[config.mk]
export PLATFORM = sky130hd
export DESIGN_NAME = cdb_arbiter
export DESIGN_NICKNAME = d
export VERILOG_FILES = /design/src/rtl/cdb_arbiter.sv
export SDC_FILE = /design/constraint.sdc
export NUM_CORES = 1
export LEC_CHECK = 0
export CAP_MARGIN = 40
export CORE_ASPECT_RATIO = 0.5
export CORE_UTILIZATION = 55
export CTS_BUF_LIST = sky130_fd_sc_hd__clkbuf_4
export DETAILED_ROUTE_END_ITERATION = 10
export PLACE_DENSITY = 0.86
export RECOVER_POWER = 50
export SKIP_LAST_GASP = 1
export SLEW_MARGIN = 5
export SYNTH_ARGS = -nofsm -noshare
export SYNTH_HDL_FRONTEND = slang
export SYNTH_SLANG_ARGS = --single-unit
[constraint.sdc]
create_clock -name clock -period 5.25 [get_ports clock]
set_input_delay 0.525 -clock clock [delete_from_list [all_inputs] [get_ports clock]]
set_output_delay 0.525 -clock clock [all_outputs]
set_load 0.02 [all_outputs]
[src/rtl/cdb_arbiter.sv]
// cdb_arbiter: shares the single Common Data Bus among NUM_REQ functional units.
// Each requester owns a one-entry holding buffer so the FU can hand off a result
// and move on. Full buffers are granted round-robin, one per cycle, into a
// registered CDB output that feeds the ROB and reservation stations.
module cdb_arbiter #(
  parameter int NUM_REQ = 4,
  parameter int XLEN    = 32,
  parameter int TAG_W   = 5
) (
  input  logic                     clock,
  input  logic                     reset,
  input  logic                     squash,
  input  logic [NUM_REQ-1:0]       req_valid,
  input  logic [NUM_REQ*TAG_W-1:0] req_tag,
  input  logic [NUM_REQ*XLEN-1:0]  req_value,
  input  logic [NUM_REQ-1:0]       req_has_dest,
  input  logic [NUM_REQ-1:0]       req_mispredict,
  output logic [NUM_REQ-1:0]       req_ready,
  output logic                     cdb_valid,
  output logic [TAG_W-1:0]         cdb_tag,
  output logic [XLEN-1:0]          cdb_value,
  output logic                     cdb_has_dest,
  output logic                     cdb_mispredict
);

  localparam int                PTR_W     = (NUM_REQ > 1) ? $clog2(NUM_REQ) : 1;
  // One extra bit so rr_ptr + offset can be wrapped without overflow.
  localparam logic [PTR_W:0]    NUM_REQ_W = (PTR_W+1)'(NUM_REQ);
  localparam logic [PTR_W-1:0]  LAST_IDX  = PTR_W'(NUM_REQ - 1);

  // Holding buffers, one per requester.
  logic [NUM_REQ-1:0] buf_valid_r;
  logic [TAG_W-1:0]   buf_tag_r   [NUM_REQ];
  logic [XLEN-1:0]    buf_value_r [NUM_REQ];
  logic [NUM_REQ-1:0] buf_has_dest_r;
  logic [NUM_REQ-1:0] buf_mispredict_r;

  // Round-robin pointer: the first index searched in the next arbitration.
  logic [PTR_W-1:0]   rr_ptr_r;

  // Arbitration results for the current cycle.
  logic [NUM_REQ-1:0] grant_s;
  logic               grant_any_s;
  logic [PTR_W-1:0]   grant_idx_s;
  logic [PTR_W:0]     cand_s;
  logic               hit_s;

  // Handshake signals.
  logic [NUM_REQ-1:0] req_ready_s;
  logic [NUM_REQ-1:0] load_s;

  // Registered CDB broadcast.
  logic               cdb_valid_r;
  logic [TAG_W-1:0]   cdb_tag_r;
  logic [XLEN-1:0]    cdb_value_r;
  logic               cdb_has_dest_r;
  logic               cdb_mispredict_r;

  // Round-robin search over full buffers starting at rr_ptr; squash blocks every grant.
  always_comb begin
    grant_s     = '0;
    grant_any_s = 1'b0;
    grant_idx_s = '0;
    cand_s      = '0;
    hit_s       = 1'b0;
    for (int k = 0; k < NUM_REQ; k++) begin
      cand_s      = {1'b0, rr_ptr_r} + (PTR_W+1)'(k);
      cand_s      = (cand_s >= NUM_REQ_W) ? (cand_s - NUM_REQ_W) : cand_s;
      hit_s       = buf_valid_r[cand_s[PTR_W-1:0]] & ~grant_any_s & ~squash;
      grant_s[cand_s[PTR_W-1:0]] = grant_s[cand_s[PTR_W-1:0]] | hit_s;
      grant_idx_s = hit_s ? cand_s[PTR_W-1:0] : grant_idx_s;
      grant_any_s = grant_any_s | hit_s;
    end
  end

  // A buffer can accept when empty or being drained this cycle; squash accepts and drops everything.
  always_comb begin
    if (squash) begin
      req_ready_s = '1;
    end else begin
      req_ready_s = ~buf_valid_r | grant_s;
    end
    load_s = req_valid & req_ready_s;
  end

  assign req_ready = req_ready_s;

  // Holding buffers: refill on transfer (new data wins over a same-cycle grant), clear when drained.
  always_ff @(posedge clock or negedge reset) begin
    if (!reset) begin
      buf_valid_r      <= '0;
      buf_has_dest_r   <= '0;
      buf_mispredict_r <= '0;
      for (int i = 0; i < NUM_REQ; i++) begin
        buf_tag_r[i]   <= '0;
        buf_value_r[i] <= '0;
      end
    end else begin
      for (int i = 0; i < NUM_REQ; i++) begin
        if (squash) begin
          buf_valid_r[i] <= 1'b0;
        end else if (load_s[i]) begin
          buf_valid_r[i]      <= 1'b1;
          buf_tag_r[i]        <= req_tag[i*TAG_W +: TAG_W];
          buf_value_r[i]      <= req_value[i*XLEN +: XLEN];
          buf_has_dest_r[i]   <= req_has_dest[i];
          buf_mispredict_r[i] <= req_mispredict[i];
        end else if (grant_s[i]) begin
          buf_valid_r[i] <= 1'b0;
        end
      end
    end
  end

  // CDB output register and round-robin pointer advance past the granted buffer.
  always_ff @(posedge clock or negedge reset) begin
    if (!reset) begin
      rr_ptr_r         <= '0;
      cdb_valid_r      <= 1'b0;
      cdb_tag_r        <= '0;
      cdb_value_r      <= '0;
      cdb_has_dest_r   <= 1'b0;
      cdb_mispredict_r <= 1'b0;
    end else if (squash) begin
      rr_ptr_r         <= '0;
      cdb_valid_r      <= 1'b0;
      cdb_tag_r        <= '0;
      cdb_value_r      <= '0;
      cdb_has_dest_r   <= 1'b0;
      cdb_mispredict_r <= 1'b0;
    end else if (grant_any_s) begin
      rr_ptr_r         <= (grant_idx_s == LAST_IDX) ? '0 : (grant_idx_s + PTR_W'(1));
      cdb_valid_r      <= 1'b1;
      cdb_tag_r        <= buf_tag_r[grant_idx_s];
      cdb_value_r      <= buf_value_r[grant_idx_s];
      cdb_has_dest_r   <= buf_has_dest_r[grant_idx_s];
      cdb_mispredict_r <= buf_mispredict_r[grant_idx_s];
    end else begin
      cdb_valid_r      <= 1'b0;
      cdb_tag_r        <= '0;
      cdb_value_r      <= '0;
      cdb_has_dest_r   <= 1'b0;
      cdb_mispredict_r <= 1'b0;
    end
  end

  assign cdb_valid      = cdb_valid_r;
  assign cdb_tag        = cdb_tag_r;
  assign cdb_value      = cdb_value_r;
  assign cdb_has_dest   = cdb_has_dest_r;
  assign cdb_mispredict = cdb_mispredict_r;

endmodule
-- Word-level counts from Yosys, hierarchy flattened
Index checks and enable logic that the tools add are counted.
- register bits: 202
- latch bits: 0
- RAM bits: 0
- bits in read-only memories: 0
- bits of input ports: 163
- output and inout port bits: 44
- memories kept: 0
- add/subtract/negate cells: 8
- multipliers: 0
- divide/modulo/power cells: 0
- magnitude comparators: 14
- equal/unequal tests: 1
- shift-type cells: 0
- muxes and demuxes: 71
- bitwise gates (word level): 23
- reductions and logical operators: 13
- operators by type and width (kind ; number):
    32-bit 2-to-1 mux ; 4
    32-bit binary-select mux with 2-bit select ; 1
    1-bit 2-to-1 mux ; 32
    2-bit 2-to-1 mux ; 11
    1-bit binary-select mux with 2-bit select ; 10
    5-bit 2-to-1 mux ; 4
    2-bit by 3-bit less-than comparator with 1-bit output (second input constant) ; 5
    4-bit bitwise mux ; 3
    3-bit >= comparator (second input constant) ; 4
    3-bit nonzero test ; 4
    5-bit binary-select mux with 2-bit select ; 1
    4-bit AND ; 2
    1-bit demux with 2-bit select ; 4
    2-bit by 1-bit >= comparator with 1-bit output (second input constant) ; 4
    2-bit AND reduction ; 4
    2-bit by 1-bit subtractor with 2-bit output (second input constant) ; 4
    1-bit AND ; 7
    1-bit bitwise OR ; 7
    2-bit by 2-bit adder with 3-bit output (second input constant) ; 2
    1-bit logical AND ; 4
    4-bit 2-to-1 mux ; 1
    1-bit inverter ; 4
    4-bit inverter ; 1
    4-bit bitwise OR ; 1
    other kinds (6) ; 6

-- Depth between registers and ports, before layout
- depth in word-level cells: 24
- mapped depth: 14
- gate-level depth less buffers: 10

-- Least setup slack after synthesis
Ideal clock, no wire load.
- kind: flip-flop to output port
- start point: register rr_ptr_r[1]
- end point: output port req_ready[1]
- arrival: 2.939 ns
- data required time: 4.725 ns
- path slack: 1.786 ns
- cell stages (with the launch flop): 12
- buffers on the path: 2
- cell sequence: dfrtp_1 clkbuf_1 inv_1 ha_1 clkbuf_1 nor2_1 a22oi_1 mux2_4 o22ai_4 nor3_1 o22ai_4 a2111o_1
- cells in the longest elaborated chain, start to end: 21
- elaborated cells between the ends (all ways): 73
- ends and longest elaborated chain (what ; RTL line ; text):
    from (decl) ; 39 ; logic [PTR_W-1:0] rr_ptr_r;
    from (signal assigned) ; 132 ; rr_ptr_r <= (grant_idx_s == LAST_IDX) ? '0 : (grant_idx_s + PTR_W'(1));
    2-bit by 3-bit >= comparator with 1-bit output / 2-bit by 1-bit subtractor with 2-bit output (equally long branches) ; 68 ; cand_s = (cand_s >= NUM_REQ_W) ? (cand_s - NUM_REQ_W) : cand_s;
    2-bit 2-to-1 mux ; 68 ;
    2-bit by 3-bit less-than comparator with 1-bit output (not written as such), or another cell as far along ; 70 ; grant_s[cand_s[PTR_W-1:0]] = grant_s[cand_s[PTR_W-1:0]] | hit_s;
    1-bit logical AND (not written as such) / 1-bit 2-to-1 mux (equally long branches) ; 70, 69 ;
    1-bit 2-to-1 mux (not written as such) / 1-bit AND (equally long branches) ; 70, 69 ;
    1-bit demux with 2-bit select / 1-bit bitwise OR (equally long branches) ; 70 ;
    4-bit AND (no source line) ; -- ;
    1-bit binary-select mux with 2-bit select ; 70 ;
    (+5 left out) ; -- ;
    1-bit bitwise OR ; 70 ;
    4-bit bitwise mux ; 70 ;
    1-bit binary-select mux with 2-bit select ; 70 ;
    1-bit 2-to-1 mux (not written as such) ; 70 ;
    1-bit bitwise OR ; 70 ;
    4-bit bitwise mux * ; 70 ;
    4-bit bitwise OR * ; 81 ; req_ready_s = ~buf_valid_r | grant_s;
    4-bit 2-to-1 mux * ; 78 ; if (squash) begin
    to (decl) ; 18 ; output logic [NUM_REQ-1:0] req_ready,
Mark *: on every way between the ends. The rest lies on a longest branch, timed or not. The select of a mux whose other input is x is not followed.

-- Worst setup path after layout
- start point: register rr_ptr_r[0]
- end point: output port req_ready[2]
Same word-level chain as after synthesis.

==> impl_metrics.yaml <==
floorplanning:
  fp.dieW_um: 189
  core_area_um2: 16700
  row_count: 33
  initial_core_util_pct: 57.4
  design.die.area_um2: 18000
  boundaryPins: 207
  die-height_um: 95.4
sta:
  skew_ps: 39.8
  max_slew_margin_pct: -63.3
  slew_viol_final: 124
  timing.setup.tns_ps: 0
  grt_setup_unrepaired: "false"
  post-route-worst-setup-slack_ps: 241
  final.min_clock_period_ps: 5010
  timing_worst_slew_pin_value_ps: 2450
  fmax_mhz: 200
  layout_worst_path_cycle_share_pct: 95.4
  finalSetupViolCount: 0
  hold_viol: 0
job:
  drv_cap: 2
global_route:
  grt_start_max_net_pins: 103
  globalRoute.totalOverflow: 0
  antenna_found_initial: 0
  global_route.usage.total_pct: 29.2
  vias_in_the_first_global_route: 7406
  first_pass_grt_wire_length_um: 39900
finish:
  finalNonFillerCells: 1164
  antenna-diode-count: 0
  seqCellArea_um2: 5050
  layout.cells.most_common: "sky130_fd_sc_hd__dfrtp_1"
  final_layout_size_suffix_gt1_share_pct: 28.5
  final_cell_mix: "202 x sky130_fd_sc_hd__dfrtp_1, 185 x sky130_fd_sc_hd__clkdlybuf4s50_1, 107 x sky130_fd_sc_hd__mux2_2"
  layout.filler_cells: 1104
  total_area_of_multi_input_combinational_cells_um2: 4270
  final_net_count: 1073
  areaGrowthSynthToFinish_pct: 30.8
power:
  powerDensity_nw_per_um2: 627
  fin_total_pwr_uw: 7880
  leakage_uw: 0.00531
  ir_drop_mv: 0.312
clock_tree:
  cts.htree.levels: 2
  tritoncts: "built"
  cts_inserted_buffers: 46
  clkLatencyLatePin_ps: 640
  postCtsResizedCells: 0
  cts-root-buf: "sky130_fd_sc_hd__clkbuf_4"
  clk_pin_slew_worst_paths_ps: 70
  cts.path.max_buffers: 3
  postCtsSetupRepairBufs: 0
  cts_num_sinks: 202
setup_path:
  critPathRequiredTime_ps: 4720
  critical_path.top_delay_family: "multiplexers"
  reg2reg_end: "buf_value_r[50]"
  worst-endpoint-arrival_ps: 4480
  critical_path_cell_count: 11
  timing.setup.critical_path_class: "reg2out"
  rrSetupSlack_ps: 1070
  number_of_buffers_and_inverters_on_the_critical_path: 2
  rr_startpoint: "rr_ptr_r[0]"
  end_kind: "output port"
  worst_r2r_path_depth: 11
  setup.worst_path.start_class: "register"
  timing.critical_path.slowest_cell_delay_ps: 600
  cpMaxStageDelayCell: "sky130_fd_sc_hd__clkdlybuf4s50_1"
  crit_chain: "inv_2, ha_1, mux2i_1, mux2_2, mux2_4, o22ai_4, nor2_1, o2111ai_1, o21ai_0, nand2_1, clkdlybuf4s50_1"
  crit_path_max_fanout: 14
place:
  post_dp_hpwl_um: 16800
  place.gp.congestion: 0.871
  place.detailed.instances: 1084
  port_buffers: 206
  pre_cts_ws_ps: 915
run_status:
  run_status: "complete, but fails checks"
  failed_checks: "capacitance limit, slew limit"
synth:
  yosys_register_bits: 202
  mappedNetlistNets: 849
  gate_count_of_the_mapped_netlist: 682
  synth_warnings: 0
  sequential_share_of_the_synthesized_area_pct: 52.6
  synth.cell_area_um2: 9600
  post_synth.cell_area_avg_um2: 14.1
  yosysUniqueCellTypes: 53
  synth_edf_count: 0
  synthArstFlopShare_pct: 100
  synth_ff_type: "sky130_fd_sc_hd__dfrtp_1"
routing:
  vias: 6887
  detail-route-antenna-nets: 0
  firstDrtPassIters: 5
  post_route_drc: 0
  route.detailed.vias_per_inst: 5.92
  wire_length_per_cell_um: 21.5
  routed_wirelength_um: 25000
  detail_route.iter0.violations: 375
hold_path:
  hold_path_class: "in2reg"
  worst_hold_startpoint: "req_valid[0]"
  timing.hold.worst_path_depth: 3
  min_to: "buf_valid_r[0]"
## sequential cells by signal, summed over array words and instances, names as in the netlist
name,flops
buf_value_r,128
cdb_value,32
buf_tag_r,20
cdb_tag,5
buf_has_dest_r,4
buf_mispredict_r,4
buf_valid_r,4
rr_ptr_r,2
cdb_has_dest,1
cdb_mispredict,1
cdb_valid,1
## Yosys cell counts (5+ instances only)
cell type | count | area [um2]
sky130_fd_sc_hd__nor2b_1 | 6 | 37.5
sky130_fd_sc_hd__nor2_1 | 14 | 52.6
sky130_fd_sc_hd__a211oi_1 | 6 | 45.0
sky130_fd_sc_hd__nand2b_1 | 5 | 31.3
sky130_fd_sc_hd__buf_2 | 19 | 95.1
sky130_fd_sc_hd__nand2_1 | 13 | 48.8
sky130_fd_sc_hd__nor4_1 | 5 | 31.3
sky130_fd_sc_hd__mux2_4 | 11 | 165
sky130_fd_sc_hd__a21oi_1 | 9 | 45.0
sky130_fd_sc_hd__o21ai_0 | 10 | 50.1
sky130_fd_sc_hd__inv_1 | 17 | 63.8
sky130_fd_sc_hd__dfrtp_1 | 202 | 5050
sky130_fd_sc_hd__mux4_2 | 41 | 923
sky130_fd_sc_hd__mux2_2 | 107 | 1200
sky130_fd_sc_hd__nand3_1 | 6 | 30.0
sky130_fd_sc_hd__clkbuf_1 | 25 | 93.8
sky130_fd_sc_hd__o221ai_1 | 6 | 52.6
sky130_fd_sc_hd__a221o_1 | 39 | 390
sky130_fd_sc_hd__buf_6 | 6 | 67.6
sky130_fd_sc_hd__a22o_1 | 40 | 350
sky130_fd_sc_hd__and2_1 | 39 | 244
sky130_fd_sc_hd__mux2i_1 | 5 | 50.1
## per-stage QoR
step / utilization (%) / area (um2) / hold slack (ps)
after floorplan: - / 9600 / 229
after CTS: 75.4 / 12600 / 261
after detailed placement: 71.7 / 12000 / 383
final: 75.1 / 12600 / 482
after global placement: 71.4 / 11900 / 482
after global routing: 75.1 / 12600 / 441
## area by class of cell
type / count / area share, %
sequential: 202 / 40.2
multi-input combinational: 411 / 34.0
timing repair buffer: 227 / 18.1
clock buffer: 69 / 4.12
tap: 227 / 2.26
clock inverter: 10 / 0.727
inverter: 18 / 0.538
## per-layer routing
layer	track usage (%)	vias up	routed length, um
met3	7.43	42	1830
met2	48.0	262	12100
met1	38.5	3493	10600
met4	9.27	0	479
li1	-	3090	-
met5	0	-	0
## worst max-delay path by stage
| stage | startpoint | slack (ps) | to |
|---|---|---|---|
| floorplan | rr_ptr_r[1] | 1790 | req_ready[1] |
| global placement | rr_ptr_r[0] | 920 | req_ready[2] |
| detailed placement | rr_ptr_r[0] | 910 | req_ready[2] |
| CTS | rr_ptr_r[0] | 210 | req_ready[2] |
| global route | rr_ptr_r[0] | 1 | req_ready[2] |
| finish | rr_ptr_r[0] | 240 | req_ready[2] |
## power breakdown
part | total, uW | switching (uW) | internal, uW
clock network | 1320 | 622 | 697
registers | 2760 | 449 | 2310
logic | 3800 | 1700 | 2100
## worst min-delay path: stages
cell and delay (ps):
sky130_fd_sc_hd__clkdlybuf4s50_1 390, sky130_fd_sc_hd__inv_1 70, sky130_fd_sc_hd__o21ai_0 80
## timing repair
| action | in CTS | in global routing |
|---|---|---|
| hold buffers | 1 | 0 |
| endpoints found under the setup margin | 0 | 0 |
| hold endpoints to repair | 13 | 0 |
## logic make-up (layout without fill, tap and decap cells)
family	after synthesis	count (layout)	share of synthesized area [%]
buf+inv	69	324	3.45
compound gates	143	143	13.2
flops	202	202	52.6
simple gates	100	100	5.79
fa+ha+maj	4	4	0.521
mux	164	164	24.4
No activity file was read; power rests on OpenSTA's default activity.
